$ cat src/rtl/pu_riscv_ahb3_mmio_master_if.sv
// Command/response and AHB3-Lite bus signals of the MMIO master, grouped for the master and its peer.
// cmd_req/cmd_ack is a valid/ready pair: a command transfers on the HCLK edge where both are high, and cmd_* must hold until then; rsp_valid is a pulse with no backpressure.
interface pu_riscv_ahb3_mmio_master_if #(
   parameter int HADDR_SIZE = 32,
   parameter int HDATA_SIZE = 32
);
   logic                  cmd_req;
   logic                  cmd_we;
   logic [HADDR_SIZE-1:0] cmd_addr;
   logic [2:0]            cmd_size;
   logic [HDATA_SIZE-1:0] cmd_wdata;
   logic                  cmd_ack;
   logic                  rsp_valid;
   logic [HDATA_SIZE-1:0] rsp_rdata;
   logic                  rsp_err;
   logic                  rsp_timeout;
   logic                  HSEL;
   logic [1:0]            HTRANS;
   logic [HADDR_SIZE-1:0] HADDR;
   logic                  HWRITE;
   logic [2:0]            HSIZE;
   logic [2:0]            HBURST;
   logic [3:0]            HPROT;
   logic [HDATA_SIZE-1:0] HWDATA;
   logic [HDATA_SIZE-1:0] HRDATA;
   logic                  HREADY;
   logic                  HRESP;

   modport master (
      input  cmd_req, cmd_we, cmd_addr, cmd_size, cmd_wdata,
      output cmd_ack, rsp_valid, rsp_rdata, rsp_err, rsp_timeout,
      output HSEL, HTRANS, HADDR, HWRITE, HSIZE, HBURST, HPROT, HWDATA,
      input  HRDATA, HREADY, HRESP
   );

   modport slave (
      output cmd_req, cmd_we, cmd_addr, cmd_size, cmd_wdata,
      input  cmd_ack, rsp_valid, rsp_rdata, rsp_err, rsp_timeout,
      input  HSEL, HTRANS, HADDR, HWRITE, HSIZE, HBURST, HPROT, HWDATA,
      output HRDATA, HREADY, HRESP
   );
endinterface

$ cat src/rtl/pu_riscv_ahb3_mmio_master.sv
// AHB3-Lite single-transfer master: turns cmd/rsp requests into pipelined NONSEQ SINGLE transfers
// with wait-state, two-cycle ERROR and watchdog-timeout handling.
module pu_riscv_ahb3_mmio_master #(
   parameter int HADDR_SIZE = 32,
   parameter int HDATA_SIZE = 32,
   parameter int TIMEOUT    = 1024
) (
   input logic                       HCLK,
   input logic                       HRESETn,
   pu_riscv_ahb3_mmio_master_if.master bus
);
   localparam int         CW            = $clog2(TIMEOUT + 1);
   localparam logic [1:0] HTRANS_IDLE   = 2'b00;
   localparam logic [1:0] HTRANS_NONSEQ = 2'b10;

   // A slot: the transfer currently in its address phase (these regs drive HADDR/HWRITE/HSIZE)
   logic                  a_full_q, a_we_q;
   logic [HADDR_SIZE-1:0] a_addr_q;
   logic [2:0]            a_size_q;
   logic [HDATA_SIZE-1:0] a_wdata_q;
   // D slot: the transfer currently in its data phase
   logic                  d_full_q, d_we_q;
   logic [HDATA_SIZE-1:0] hwdata_q;
   logic [CW-1:0]         cnt_q;
   logic                  cxl_pend_q, cxl_fire_q;
   logic                  rsp_valid_q, rsp_err_q, rsp_timeout_q;
   logic [HDATA_SIZE-1:0] rsp_rdata_q;

   logic [HADDR_SIZE-1:0] size_mask;
   logic                  aligned, err_first, tmo_hit, d_done, ack_al, ack_mis;

   always_comb begin
      size_mask = (HADDR_SIZE'(1) << bus.cmd_size) - HADDR_SIZE'(1);
      aligned   = (bus.cmd_addr & size_mask) == '0;
      err_first = d_full_q & ~bus.HREADY & bus.HRESP;
      tmo_hit   = d_full_q & ~bus.HREADY & (cnt_q == CW'(TIMEOUT - 1));
      d_done    = d_full_q & bus.HREADY;
      ack_al    = bus.cmd_req & aligned & (~a_full_q | bus.HREADY) & ~err_first & ~tmo_hit;
      // a misaligned command only needs a response slot, which must not collide with bus responses
      ack_mis   = bus.cmd_req & ~aligned & ~a_full_q & ~d_full_q & ~cxl_pend_q & ~cxl_fire_q;
   end

   always_ff @(posedge HCLK or negedge HRESETn) begin
      if (!HRESETn) begin
         a_full_q   <= 1'b0;
         a_we_q     <= 1'b0;
         a_addr_q   <= '0;
         a_size_q   <= '0;
         a_wdata_q  <= '0;
         d_full_q   <= 1'b0;
         d_we_q     <= 1'b0;
         hwdata_q   <= '0;
         cnt_q      <= '0;
         cxl_pend_q <= 1'b0;
         cxl_fire_q <= 1'b0;
      end else begin
         if (tmo_hit) begin
            a_full_q   <= 1'b0;
            d_full_q   <= 1'b0;
            cxl_pend_q <= 1'b0;
         end else if (err_first) begin
            // the address-phase transfer is withdrawn and answered after the failing one
            a_full_q   <= 1'b0;
            cxl_pend_q <= a_full_q;
         end else begin
            if (bus.HREADY) begin
               d_full_q <= a_full_q;
               if (a_full_q) begin
                  d_we_q <= a_we_q;
                  if (a_we_q) hwdata_q <= a_wdata_q;
               end
               if (d_done) cxl_pend_q <= 1'b0;
            end
            if (ack_al) begin
               a_full_q  <= 1'b1;
               a_we_q    <= bus.cmd_we;
               a_addr_q  <= bus.cmd_addr;
               a_size_q  <= bus.cmd_size;
               a_wdata_q <= bus.cmd_wdata;
            end else if (bus.HREADY) begin
               a_full_q <= 1'b0;
            end
         end
         cxl_fire_q <= d_done & cxl_pend_q;
         if (d_full_q && !bus.HREADY && !tmo_hit) cnt_q <= cnt_q + CW'(1);
         else                                     cnt_q <= '0;
      end
   end

   always_ff @(posedge HCLK or negedge HRESETn) begin
      if (!HRESETn) begin
         rsp_valid_q   <= 1'b0;
         rsp_err_q     <= 1'b0;
         rsp_timeout_q <= 1'b0;
         rsp_rdata_q   <= '0;
      end else begin
         rsp_valid_q   <= 1'b0;
         rsp_err_q     <= 1'b0;
         rsp_timeout_q <= 1'b0;
         rsp_rdata_q   <= '0;
         if (d_done) begin
            rsp_valid_q <= 1'b1;
            rsp_err_q   <= bus.HRESP;
            if (!d_we_q && !bus.HRESP) rsp_rdata_q <= bus.HRDATA;
         end else if (tmo_hit) begin
            rsp_valid_q   <= 1'b1;
            rsp_err_q     <= 1'b1;
            rsp_timeout_q <= 1'b1;
         end else if (cxl_fire_q || ack_mis) begin
            rsp_valid_q <= 1'b1;
            rsp_err_q   <= 1'b1;
         end
      end
   end

   assign bus.cmd_ack     = ack_al | ack_mis;
   assign bus.rsp_valid   = rsp_valid_q;
   assign bus.rsp_rdata   = rsp_rdata_q;
   assign bus.rsp_err     = rsp_err_q;
   assign bus.rsp_timeout = rsp_timeout_q;
   assign bus.HSEL        = a_full_q;
   assign bus.HTRANS      = a_full_q ? HTRANS_NONSEQ : HTRANS_IDLE;
   assign bus.HADDR       = a_addr_q;
   assign bus.HWRITE      = a_we_q;
   assign bus.HSIZE       = a_size_q;
   assign bus.HBURST      = 3'b000;
   assign bus.HPROT       = 4'b0011;
   assign bus.HWDATA      = hwdata_q;
endmodule
$ cat src/flat_wrapper.sv
// flat-port wrapper written by rule: the top's interface ports become plain ports
module pu_riscv_ahb3_mmio_master_flat 
#(
   parameter int HADDR_SIZE = 32,
   parameter int HDATA_SIZE = 32,
   parameter int TIMEOUT    = 1024
)
  (HCLK, HRESETn, bus_cmd_req, bus_cmd_we, bus_cmd_addr, bus_cmd_size, bus_cmd_wdata, bus_cmd_ack, bus_rsp_valid, bus_rsp_rdata, bus_rsp_err, bus_rsp_timeout, bus_HSEL, bus_HTRANS, bus_HADDR, bus_HWRITE, bus_HSIZE, bus_HBURST, bus_HPROT, bus_HWDATA, bus_HRDATA, bus_HREADY, bus_HRESP);
  pu_riscv_ahb3_mmio_master_if #(.HADDR_SIZE(HADDR_SIZE), .HDATA_SIZE(HDATA_SIZE)) bus_i ();
  input logic HCLK;
  input logic HRESETn;
  input wire logic [$bits(bus_i.cmd_req)-1:0] bus_cmd_req;
  input wire logic [$bits(bus_i.cmd_we)-1:0] bus_cmd_we;
  input wire logic [$bits(bus_i.cmd_addr)-1:0] bus_cmd_addr;
  input wire logic [$bits(bus_i.cmd_size)-1:0] bus_cmd_size;
  input wire logic [$bits(bus_i.cmd_wdata)-1:0] bus_cmd_wdata;
  output wire logic [$bits(bus_i.cmd_ack)-1:0] bus_cmd_ack;
  output wire logic [$bits(bus_i.rsp_valid)-1:0] bus_rsp_valid;
  output wire logic [$bits(bus_i.rsp_rdata)-1:0] bus_rsp_rdata;
  output wire logic [$bits(bus_i.rsp_err)-1:0] bus_rsp_err;
  output wire logic [$bits(bus_i.rsp_timeout)-1:0] bus_rsp_timeout;
  output wire logic [$bits(bus_i.HSEL)-1:0] bus_HSEL;
  output wire logic [$bits(bus_i.HTRANS)-1:0] bus_HTRANS;
  output wire logic [$bits(bus_i.HADDR)-1:0] bus_HADDR;
  output wire logic [$bits(bus_i.HWRITE)-1:0] bus_HWRITE;
  output wire logic [$bits(bus_i.HSIZE)-1:0] bus_HSIZE;
  output wire logic [$bits(bus_i.HBURST)-1:0] bus_HBURST;
  output wire logic [$bits(bus_i.HPROT)-1:0] bus_HPROT;
  output wire logic [$bits(bus_i.HWDATA)-1:0] bus_HWDATA;
  input wire logic [$bits(bus_i.HRDATA)-1:0] bus_HRDATA;
  input wire logic [$bits(bus_i.HREADY)-1:0] bus_HREADY;
  input wire logic [$bits(bus_i.HRESP)-1:0] bus_HRESP;
  assign bus_i.cmd_req = bus_cmd_req;
  assign bus_i.cmd_we = bus_cmd_we;
  assign bus_i.cmd_addr = bus_cmd_addr;
  assign bus_i.cmd_size = bus_cmd_size;
  assign bus_i.cmd_wdata = bus_cmd_wdata;
  assign bus_cmd_ack = bus_i.cmd_ack;
  assign bus_rsp_valid = bus_i.rsp_valid;
  assign bus_rsp_rdata = bus_i.rsp_rdata;
  assign bus_rsp_err = bus_i.rsp_err;
  assign bus_rsp_timeout = bus_i.rsp_timeout;
  assign bus_HSEL = bus_i.HSEL;
  assign bus_HTRANS = bus_i.HTRANS;
  assign bus_HADDR = bus_i.HADDR;
  assign bus_HWRITE = bus_i.HWRITE;
  assign bus_HSIZE = bus_i.HSIZE;
  assign bus_HBURST = bus_i.HBURST;
  assign bus_HPROT = bus_i.HPROT;
  assign bus_HWDATA = bus_i.HWDATA;
  assign bus_i.HRDATA = bus_HRDATA;
  assign bus_i.HREADY = bus_HREADY;
  assign bus_i.HRESP = bus_HRESP;
  pu_riscv_ahb3_mmio_master #(.HADDR_SIZE(HADDR_SIZE), .HDATA_SIZE(HDATA_SIZE), .TIMEOUT(TIMEOUT)) u_core (.HCLK(HCLK), .HRESETn(HRESETn), .bus(bus_i));
endmodule
$ cat config.mk
export PLATFORM = sky130hd
export DESIGN_NAME = pu_riscv_ahb3_mmio_master_flat
export DESIGN_NICKNAME = d
export VERILOG_FILES = /design/src/rtl/pu_riscv_ahb3_mmio_master_if.sv /design/src/rtl/pu_riscv_ahb3_mmio_master.sv /design/src/flat_wrapper.sv
export SDC_FILE = /design/constraint.sdc
export NUM_CORES = 1
export LEC_CHECK = 0
export ABC_CLOCK_PERIOD_IN_PS = 2300
export BUFFER_PORTS_ARGS = -buffer_cell sky130_fd_sc_hd__buf_2
export CAP_MARGIN = 20
export CORE_UTILIZATION = 45
export DETAILED_ROUTE_END_ITERATION = 12
export PLACE_DENSITY = 0.74
export RECOVER_POWER = 50
export SYNTH_ARGS = -nofsm -noshare
export SYNTH_HDL_FRONTEND = slang
export SYNTH_SLANG_ARGS = --single-unit
$ cat constraint.sdc
create_clock -name HCLK -period 2.3 [get_ports HCLK]
set_clock_uncertainty 0.05 [all_clocks]
set_input_delay 0.23 -clock HCLK [delete_from_list [all_inputs] [get_ports HCLK]]
set_output_delay 0.23 -clock HCLK [all_outputs]
set_load 0.03 [all_outputs]
==> After elaboration in Yosys (flattened, before gate mapping) <==
Cells that the tools add are included.
{ "word_totals": {"regBits": 151, "inputBits": 105, "out_inout_bits": 114, "elab_cells": 84} }
{ "op_classes": {"addsub": 2, "n_eq_ne": 2, "shifts": 1, "n_mux": 21, "bitwise": 25, "n_reduce_logical": 18} }
{ "ops": {"columns": ["op", "n"], "rows": [
  ["32-bit 2-to-1 mux", 2],
  ["32-bit AND", 1],
  ["32-bit logical NOT", 1],
  ["1-bit by 3-bit left shift with 32-bit output (first input constant)", 1],
  ["32-bit by 2-bit subtractor with 32-bit output (second input constant)", 1],
  ["1-bit 2-to-1 mux", 17],
  ["1-bit AND", 14],
  ["11-bit by 1-bit adder with 11-bit output (second input constant)", 1],
  ["11-bit by 10-bit equality test with 1-bit output (second input constant)", 1],
  ["11-bit 2-to-1 mux", 1],
  ["1-bit NOT", 8],
  ["3-bit nonzero test", 2],
  ["5-bit AND reduction", 1],
  ["1-bit logical NOT", 4],
  ["2-bit AND reduction", 2],
  ["4-bit AND reduction", 1],
  ["4-bit nonzero test", 1],
  ["1-bit logical AND", 3],
  ["3-bit AND reduction", 1],
  ["2-bit 2-to-1 mux", 1],
  ["2-bit inequality test (second input constant)", 1],
  ["1-bit bitwise OR", 2],
  ["2-bit nonzero test", 1],
  ["1-bit logical OR", 1]
]} }

==> Longest topological paths before layout <==
Gate-level depths: netlist of run 1.
{ "logic_depth": {"depth_word": 14, "ltp_mapped": 10, "mapped_depth_nobuf": 8} }

==> Worst setup path after synthesis of run 1 <==
Ideal clock, no wire load.
{ "synth_timing": {"path_kind": "reg-to-output", "start": "register u_core.cnt_q[0]", "end": "output port bus_cmd_ack", "arrival_time_ns": 1.968, "required_time_ns": 2.020, "setup_slack_ns": 0.052, "path_stages_with_launch": 9, "path_buffers": 2, "path_cell_list": "dfrtp_1 ha_1 nand4_1 nor4_1 o21ai_1 nand4_2 buf_6 buf_6 o21ai_0"} }
{ "synth_between": {"elab_chain_cells": 5} }
{ "synth_lines": {"columns": ["item", "line_no", "source"], "rows": [
  ["start, declared", "pu_riscv_ahb3_mmio_master.sv:24", "logic [CW-1:0] cnt_q;"],
  ["start signal, assigned", "pu_riscv_ahb3_mmio_master.sv:85", "if (d_full_q && !bus.HREADY && !tmo_hit) cnt_q <= cnt_q + CW'(1);"],
  ["11-bit by 10-bit equality test with 1-bit output", "pu_riscv_ahb3_mmio_master.sv:36", "tmo_hit = d_full_q & ~bus.HREADY & (cnt_q == CW'(TIMEOUT - 1));"],
  ["1-bit AND", "pu_riscv_ahb3_mmio_master.sv:36", null],
  ["1-bit NOT (no line)", null, null],
  ["1-bit AND", "pu_riscv_ahb3_mmio_master.sv:38", "ack_al = bus.cmd_req & aligned & (~a_full_q | bus.HREADY) & ~err_first & ~tmo_hit;"],
  ["1-bit bitwise OR", "pu_riscv_ahb3_mmio_master.sv:116", "assign bus.cmd_ack = ack_al | ack_mis;"],
  ["end, declared", "flat_wrapper.sv:17", "output wire logic [$bits(bus_i.cmd_ack)-1:0] bus_cmd_ack;"]
]} }
No other way between the ends.

==> Final worst setup path of run 1 <==
Ends and elaborated chain as after synthesis.

==> out/results.txt, run 1 <==
Final wirelength: 14200 um
Most common cell in the synthesized netlist: dfrtp_1
Final #Nets: 802
Max frequency: 457 MHz
Max VDD drop: 0.000483 V
Synth-to-layout area growth: 47.0%
Clock Tree Buf Depth: 2
Crit path arrival time: 1.91 ns
GR Overflow Total: 0
Post-route setup TNS: 0 ns
# clock sinks: 151
Leakage power: 4.18 nW
Drt first pass iters: 4
Mapped Area: 5750 um^2
Antenna diodes: 0
Total GRT Usage: 0.229
Share of the synthesized area in the top cell type: 0.658
First-pass GRT wire length: 22700 um
Vias in the first global route: 4654
Die height: 115 um
Initial Util: 0.471
Total number of yosys warnings: 0
Total chip power: 8.97 mW
Largest net degree at the start of global routing: 58
Worst-Margin Slew: 1.40 ns
DR iter-0 viols: 217
Synthesized instance count: 385
CTS tree: done
Average size of a mapped cell: 14.9 um^2
Worst min path class: in -> reg
Area after DPL: 7060 um^2
Period utilization: 0.951
Worst skew pair latency: 0.41 ns
Die X: 115 um
Crit path capture type: output port
Largest area contributor in the netlist: dfrtp_1
Endpoints failing hold: 0
Synth area leaders: dfrtp_1, mux2_2, and2_1
Max Slew Vio Count: 0
Routed Antenna Nets: 0
FFs w/ async S/R, synth: 1.00
Initial antenna violation count: 1
Slew margin rel.: 0.0671
Setup Crit Path Kind: reg -> out
Part of the Yosys area used for sequential elements: 0.658
Synth top cells by count: dfrtp_1, mux2_2, and2_1
Fin cells: 876
Worst-path clk slew: 0.06 ns
Max cap viols: 0
Register Area: 3780 um^2
Multi-input gate area: 1860 um^2
CP required: 2.02 ns
Filler instances: 888
Endpoints failing setup: 0
Root Buffer: clkbuf_16
RD Place Congestion: 0.746
Port Buffer Count: 210
Post-route design area: 8450 um^2
Max FO, Critical Path: 4
Core Area: 12200 um^2
EDFF count, synth: 0
DR vias: 4177
Ports: 219
Primary FF master, synth: dfrtp_1
Via/cell ratio: 4.77
Type of origin of the critical path: flop
H-tree Lvls: 4
Post-layout util: 0.692
Synthesized flop and latch total: 151
Dpl hpwl: 8930 um
RSZ-0062 raised after global routing: no
CTS Buf Count: 17
Status: finished, final reports clean
Synth cell types: 36
Layout cells sized above 1: 0.444
Placed cell count: 761
Power per cell area: 1060 nW/um^2
Num rows: 40
Die ar.: 13200 um^2
WL per Instance: 16.2 um
Minimum clock period: 2.19 ns
Drt drc: 0
stage by stage:
stage | setup WS, ns | hold slack [ns]
after global placement | 0.0805 | 0.175
final | 0.113 | 0.0173
after floorplan | 0.0522 | -0.116
after global routing | 0.00337 | 0.00153
after CTS | 0.0362 | 0.00161
after detailed placement | 0.000114 | 0.182
logic make-up (layout without fill, tap and decap cells):
kind of cell             count (synthesis)  count (layout)  share of synthesized area
XOR/XNOR                                 7               7                     0.0107
AND/OR/NAND/NOR                         78              78                     0.0760
adder cells (fa/ha/maj)                  2               2                    0.00435
other                                    2               8                    0.00131
buffers and inverters                   27             344                     0.0285
multiplexers                           100             100                      0.202
flip-flops                             151             151                      0.658
AO/OA/AOI/OAI                           18              18                     0.0198
worst paths after layout:
path / endpoint / from / cells after the start / slack (ns)
hold reg to reg: u_core.cnt_q[0] / u_core.cnt_q[0] / 1 / 0.45
max in group asynchronous: u_core.bus.rsp_rdata[19] / HRESETn / 3 / 0.46
setup / recovery: bus_cmd_ack / u_core.cnt_q[0] / 7 / 0.11
min in group asynchronous: u_core.bus.HWDATA[17] / HRESETn / 2 / 0.65
setup reg to reg: u_core.a_wdata_q[30] / u_core.cnt_q[0] / 8 / 0.12
hold / removal: u_core.a_wdata_q[22] / bus_cmd_wdata[22] / 2 / 0.02
where the power goes:
group          internal (mW)  total, mW  switching [mW]  leakage, nW
sequential              3.29       3.63           0.333         1.94
clock                   1.86       2.92            1.06        0.297
combinational          0.941       2.43            1.49         1.95
total                   6.10       8.97            2.88         4.18
cell type report:
type | instances | share of cell area
Inverter | 5 | 0.00222
Clock buffer | 19 | 0.0536
Timing Repair Buffer | 307 | 0.231
Multi-Input combinational cell | 213 | 0.220
Tap cell | 168 | 0.0249
Sequential cell | 151 | 0.447
Clock inverter | 13 | 0.0210
layer usage:
metal / GRT usage / up-vias / part of all wire
li1: - / 1921 / -
met5: 0 / - / 0.00091
met1: 0.247 / 2045 / 0.37
met2: 0.401 / 175 / 0.52
met3: 0.0886 / 34 / 0.080
met4: 0.102 / 2 / 0.025
sequential cells by signal (all words and copies together), names as in the netlist, 3 cells and up:
register / count
u_core.bus.HWDATA: 32
u_core.cnt_q: 11
u_core.a_wdata_q: 32
u_core.bus.rsp_rdata: 32
u_core.bus.HADDR: 32
u_core.bus.HSIZE: 3
placed cells by master, fill, tap and decap left out, types with 3 or more instances in the layout:
master / count
clkinvlp_4: 5
clkbuf_1: 49
o31ai_1: 4
buf_4: 11
bufinv_16: 4
dlygate4sd3_1: 82
clkinv_2: 4
clkbuf_16: 17
conb_1: 8
o21ai_0: 4
nor2_1: 11
dfrtp_1: 151
and2_1: 33
nand3_1: 5
inv_1: 5
mux2_4: 9
mux2_2: 91
nand2_1: 11
buf_2: 160
nand4_1: 3
xor2_1: 5
what timing repair did:
item                                    in CTS  in global routing
endpoints found under the hold margin      136                  0
hold buffers                                82                  0
endpoints found under the setup margin      16                  1
pin swaps                                    2                  0
resized for setup                            4                  1
buffers inserted                             1                  0
worst max-delay path: stages (launching register included):
cell and delay [ns]:
dfrtp_1 0.41, ha_1 0.23, nand4_1 0.15, nor4_2 0.07, o21ai_2 0.20, nand4_4 0.12, o21ai_1 0.12, buf_4 0.19
Power figures use the tool's default switching activity.
==> inputs of run 2 (changes only) <==
--- a/config.mk
+++ b/config.mk
@@ -10,7 +10,7 @@
 export CAP_MARGIN = 20
 export CORE_UTILIZATION = 45
 export DETAILED_ROUTE_END_ITERATION = 12
-export PLACE_DENSITY = 0.74
+export PLACE_DENSITY = 0.73
 export RECOVER_POWER = 50
 export SYNTH_ARGS = -nofsm -noshare
 export SYNTH_HDL_FRONTEND = slang
==> run 2 against run 1 <==
Compared with the run above: flip-flop and latch count did not move; setup slack is essentially flat; power fell by 0.14%; clock-buffer cell count up 2; cell area up 0.50%; sequential power hardly changed; register-to-register slack about the same; sequential share of layout area shrank 0.22 points; critical path type unchanged.
==> out/results.txt, run 2 (same netlist as run 1, synthesis figures left out) <==
Status: finished, final reports clean
Layout cells sized above 1: 0.517
R2R Path Start: u_core.cnt_q[0]
Placed cell count: 760
Power per cell area: 1060 nW/um^2
R2r setup slk: 0.13 ns
Sw Pwr: 2.80 mW
Die ar.: 13200 um^2
Endpoints failing hold: 0
# clock sinks: 151
Antenna diodes: 0
Total chip power: 8.96 mW
Register-to-Register Path Depth: 8
First-pass GRT wire length: 21600 um
CP required: 2.02 ns
Area after DPL: 7050 um^2
Final #Nets: 801
Reg2reg end: u_core.a_wdata_q[22]
Setup Crit Path Kind: reg -> out
Crit path capture type: output port
Internal: 6.16 mW
Worst-path clk slew: 0.06 ns
H-tree Lvls: 4
Max frequency: 457 MHz
Drt drc: 0
Worst-Margin Slew: 1.41 ns
Worst min path class: in -> reg
DR vias: 4131
Vias in the first global route: 4471
Most frequent cells in the layout: buf_2, dfrtp_1, mux2_2
Routed Antenna Nets: 0
Minimum clock period: 2.19 ns
Largest net degree at the start of global routing: 59
Filler instances: 890
Port Buffer Count: 210
Final wirelength: 14000 um
Most common cell after layout, fill and taps aside: buf_2
Worst skew pair latency: 0.41 ns
Post-layout util: 0.695
Core Area: 12200 um^2
Initial antenna violation count: 0
Endpoints failing setup: 0
Dpl hpwl: 8870 um
Post-route setup TNS: 0 ns
Critical path launch point: u_core.cnt_q[0]
Fin cells: 874
Num rows: 40
Sequential share of power: 0.404
Via/cell ratio: 4.73
Max Slew Vio Count: 0
Root Buffer: clkbuf_16
RSZ-0062 raised after global routing: yes
Initial Util: 0.471
Die height: 115 um
GR Overflow Total: 0
Multi-input gate area: 1870 um^2
Sw frac: 0.313
Register Area: 3780 um^2
Clock Tree Buf Depth: 2
Crit path arrival time: 1.91 ns
CTS tree: done
Capture point of the worst path: bus_cmd_ack
Comb pwr share: 0.274
Type of origin of the critical path: flop
Max VDD drop: 0.000570 V
RD Place Congestion: 0.742
Slew margin rel.: 0.0592
Max cap viols: 0
Clock power frac: 0.322
Synth-to-layout area growth: 47.8%
Max FO, Critical Path: 4
WL per Instance: 16.0 um
Ports: 219
Post-route design area: 8490 um^2
Min-Delay Path Depth: 2
Drt first pass iters: 4
DR iter-0 viols: 183
Total GRT Usage: 0.220
CTS Buf Count: 17
Die X: 115 um
Leakage power: 4.39 nW
Period utilization: 0.951
run 2: cell count changes in the layout (fill, tap and decap cells not counted), moves of 2 or more:
cell,change
clkinv_2,+2
clkbuf_1,-47
buf_2,+48
buf_4,+3
clkinvlp_4,-5
dlygate4sd3_1,-5
run 2: cell type report:
class                      count  share of cell area
clock buffer                  21              0.0554
clock inverter                10              0.0177
inverter                       5             0.00221
multi-input combinational    213               0.220
sequential                   151               0.445
tap                          168              0.0247
timing repair buffer         306               0.235
run 2: how the worst min path moves through the flow:
stage / endpoint / startpoint
final: u_core.bus.HADDR[13] / bus_cmd_addr[13]
after global routing: u_core.bus.HADDR[13] / bus_cmd_addr[13]
after CTS: u_core.bus.HADDR[2] / bus_cmd_addr[2]
after detailed placement: u_core.bus.HWDATA[12] / HRESETn
after global placement: u_core.bus.HWDATA[16] / HRESETn
after floorplan: u_core.a_wdata_q[0] / HRESETn
run 2: what timing repair did:
item                                   in CTS  in global routing
hold buffers                               76                  1
setup endpoints to repair                   7                  1
buffers inserted                            0                  6
pin swaps                                   1                  4
resized for setup                           3                  5
endpoints found under the hold margin     131                  1
run 2: power by group through the flow:
stage	clock network, mW	registers [mW]	logic, mW
6_report	2.89	3.62	2.46
5_1_grt	3.05	3.70	2.60
4_1_cts	2.95	3.61	2.46
3_5_place_dp	0	3.65	2.35
3_3_place_gp	0	3.61	2.31
2_1_floorplan	0	4.50	0.680
run 2: worst max-delay path, stage by stage (launching register included):
cell and delay, ns:
dfrtp_1 0.36, ha_2 0.19, nand4_1 0.17, nor4_4 0.34, o21ai_2 0.13, nand4_4 0.10
o21ai_2 0.07, buf_6 0.14
run 2: per-stage QoR:
| stage | setup WS [ns] | hold slack, ns |
|---|---|---|
| floorplan | 0.0522 | -0.116 |
| global placement | 0.135 | 0.185 |
| detailed placement | 0.00490 | 0.189 |
| CTS | 0.00676 | 0.000776 |
| global route | -0.0669 | 0.00141 |
| finish | 0.113 | 0.0152 |
run 2: metal layers:
layer / up-vias / share of wire / global-route usage
met5: - / 0 / 0
met4: 0 / 0.016 / 0.101
met3: 15 / 0.081 / 0.0812
met2: 169 / 0.51 / 0.372
met1: 2029 / 0.40 / 0.247
li1: 1918 / - / -
==> inputs of run 3 (changes only) <==
--- a/config.mk
+++ b/config.mk
@@ -10,7 +10,8 @@
 export CAP_MARGIN = 20
 export CORE_UTILIZATION = 45
 export DETAILED_ROUTE_END_ITERATION = 12
-export PLACE_DENSITY = 0.73
+export MAX_ROUTING_LAYER = met4
+export PLACE_DENSITY = 0.71
 export RECOVER_POWER = 50
 export SYNTH_ARGS = -nofsm -noshare
 export SYNTH_HDL_FRONTEND = slang
==> run 3 against run 2 <==
Compared with the run above: maximum frequency is 3.3% lower; clock power is 9.7% lower; setup slack worse by 0.073 ns; global-route usage rose by 2.3 points; non-clock buffer count up 11; sequential share of layout area up 0.079 points; flip-flop and latch count unchanged; wire length up 4.5%; via count rose by 1.9%; critical endpoint unchanged; highest routed layer unchanged.
==> out/results.txt, run 3 (same netlist as run 1, synthesis figures left out) <==
Worst-Margin Slew: 1.41 ns
Leakage power: 4.20 nW
Max VDD drop: 0.000667 V
Worst Hold Launch: bus_cmd_addr[13]
Routed Antenna Nets: 0
Initial Util: 0.471
Clock Tree Buf Depth: 2
Vias in the first global route: 4773
Drt first pass iters: 4
Worst skew pair latency: 0.42 ns
Die X: 115 um
DR vias: 4209
Largest net degree at the start of global routing: 58
Max frequency: 442 MHz
GR Overflow Total: 0
CP required: 2.02 ns
# clock sinks: 151
Port Buffer Count: 210
Ports: 219
Post-route setup TNS: 0 ns
Max cap viols: 0
Max Slew Vio Count: 0
Worst min path class: in -> reg
CTS tree: done
Root Buffer: clkbuf_16
Layout cells sized above 1: 0.438
Max FO, Critical Path: 6
Period utilization: 0.983
Crit path capture type: output port
Filler instances: 879
Multi-input gate area: 1860 um^2
Endpoints failing setup: 0
Final #Nets: 812
RSZ-0062 raised after global routing: yes
DR iter-0 viols: 186
Register Area: 3780 um^2
Most common cell after layout, fill and taps aside: buf_2
CTS Buf Count: 17
Num rows: 40
Type of origin of the critical path: flop
RD Place Congestion: 0.875
WL per Instance: 16.5 um
Dpl hpwl: 9360 um
Crit path arrival time: 1.98 ns
Via/cell ratio: 4.75
Minimum clock period: 2.26 ns
R2R Path Start: u_core.cnt_q[1]
First-pass GRT wire length: 23200 um
Total GRT Usage: 0.243
Endpoints failing hold: 0
Die height: 115 um
Most frequent cells in the layout: buf_2, dfrtp_1, mux2_2
Post-route design area: 8480 um^2
H-tree Lvls: 4
Slew margin rel.: 0.0600
Initial antenna violation count: 1
Core Area: 12200 um^2
Die ar.: 13200 um^2
Drt drc: 0
Critical path launch point: u_core.cnt_q[1]
Final wirelength: 14600 um
Worst-path clk slew: 0.06 ns
Area after DPL: 7070 um^2
Status: finished, final reports clean
Synth-to-layout area growth: 47.5%
Setup Crit Path Kind: reg -> out
Power per cell area: 1020 nW/um^2
run 3: changes by cell type in the layout (fill, tap and decap cells not counted), sizes merged:
cell	delta
bufinv	-3
buf	-51
clkbuf	+52
diode	+1
dlygate4sd3	+11
clkinvlp	+2
run 3: repair_timing:
item	in CTS	in global routing
setup buffers	4	0
gates cloned	0	0
gates resized for setup	3	2
endpoints found under the hold margin	140	1
hold buffers	87	1
pin swaps	3	0
setup endpoints to repair	69	1
run 3: power by group:
group	total, mW	internal, mW	switching [mW]
sequential	3.61	3.29	0.321
combinational	2.43	0.944	1.49
clock	2.61	1.58	1.03
run 3: metal layers:
layer	global-route usage	wire [um]	part of all wire
met1	0.263	5740	0.39
met2	0.402	7340	0.50
met3	0.0807	1120	0.077
met4	0.119	388	0.027
met5	-	0	0
run 3: through the flow:
step                cells  utilization  hold slack (ns)  setup WS, ns  total power, mW
finish                886        0.694           0.0178        0.0395             8.65
global route          886        0.694           0.0117       -0.0625             9.05
global placement      762        0.579            0.179        0.0226             5.91
detailed placement    762        0.579            0.186       -0.0582             6.01
floorplan             391            -           -0.116        0.0522             5.18
CTS                   884        0.699         0.000242        0.0323             8.75
run 3: worst paths after layout:
kind | endpoint | slack (ns) | depth (start not counted)
setup / recovery | bus_cmd_ack | 0.04 | 7
hold / removal | u_core.bus.HADDR[13] | 0.02 | 2
setup reg to reg | u_core.cnt_q[2] | 0.18 | 8
hold reg to reg | u_core.bus.HSIZE[1] | 0.45 | 1
max in group asynchronous | u_core.bus.HADDR[10] | 0.32 | 3
min in group asynchronous | u_core.a_wdata_q[21] | 0.65 | 2
run 3: area by class of cell:
type                    count  area share
clock buffers              22      0.0571
inverters                   5     0.00221
clock inverters             9     0.00885
diodes                      1    0.000295
flip-flops and latches    151       0.446
well taps                 168      0.0248
multi-input cells         213       0.220
repair buffers            317       0.241
run 3: critical path, cell delays in order (launching register included):
cell,delay [ns]
dfrtp_1,0.39
ha_1,0.20
nand4_1,0.19
nor4_4,0.22
o21ai_2,0.12
nand4_4,0.13
o21ai_0,0.11
buf_4,0.19
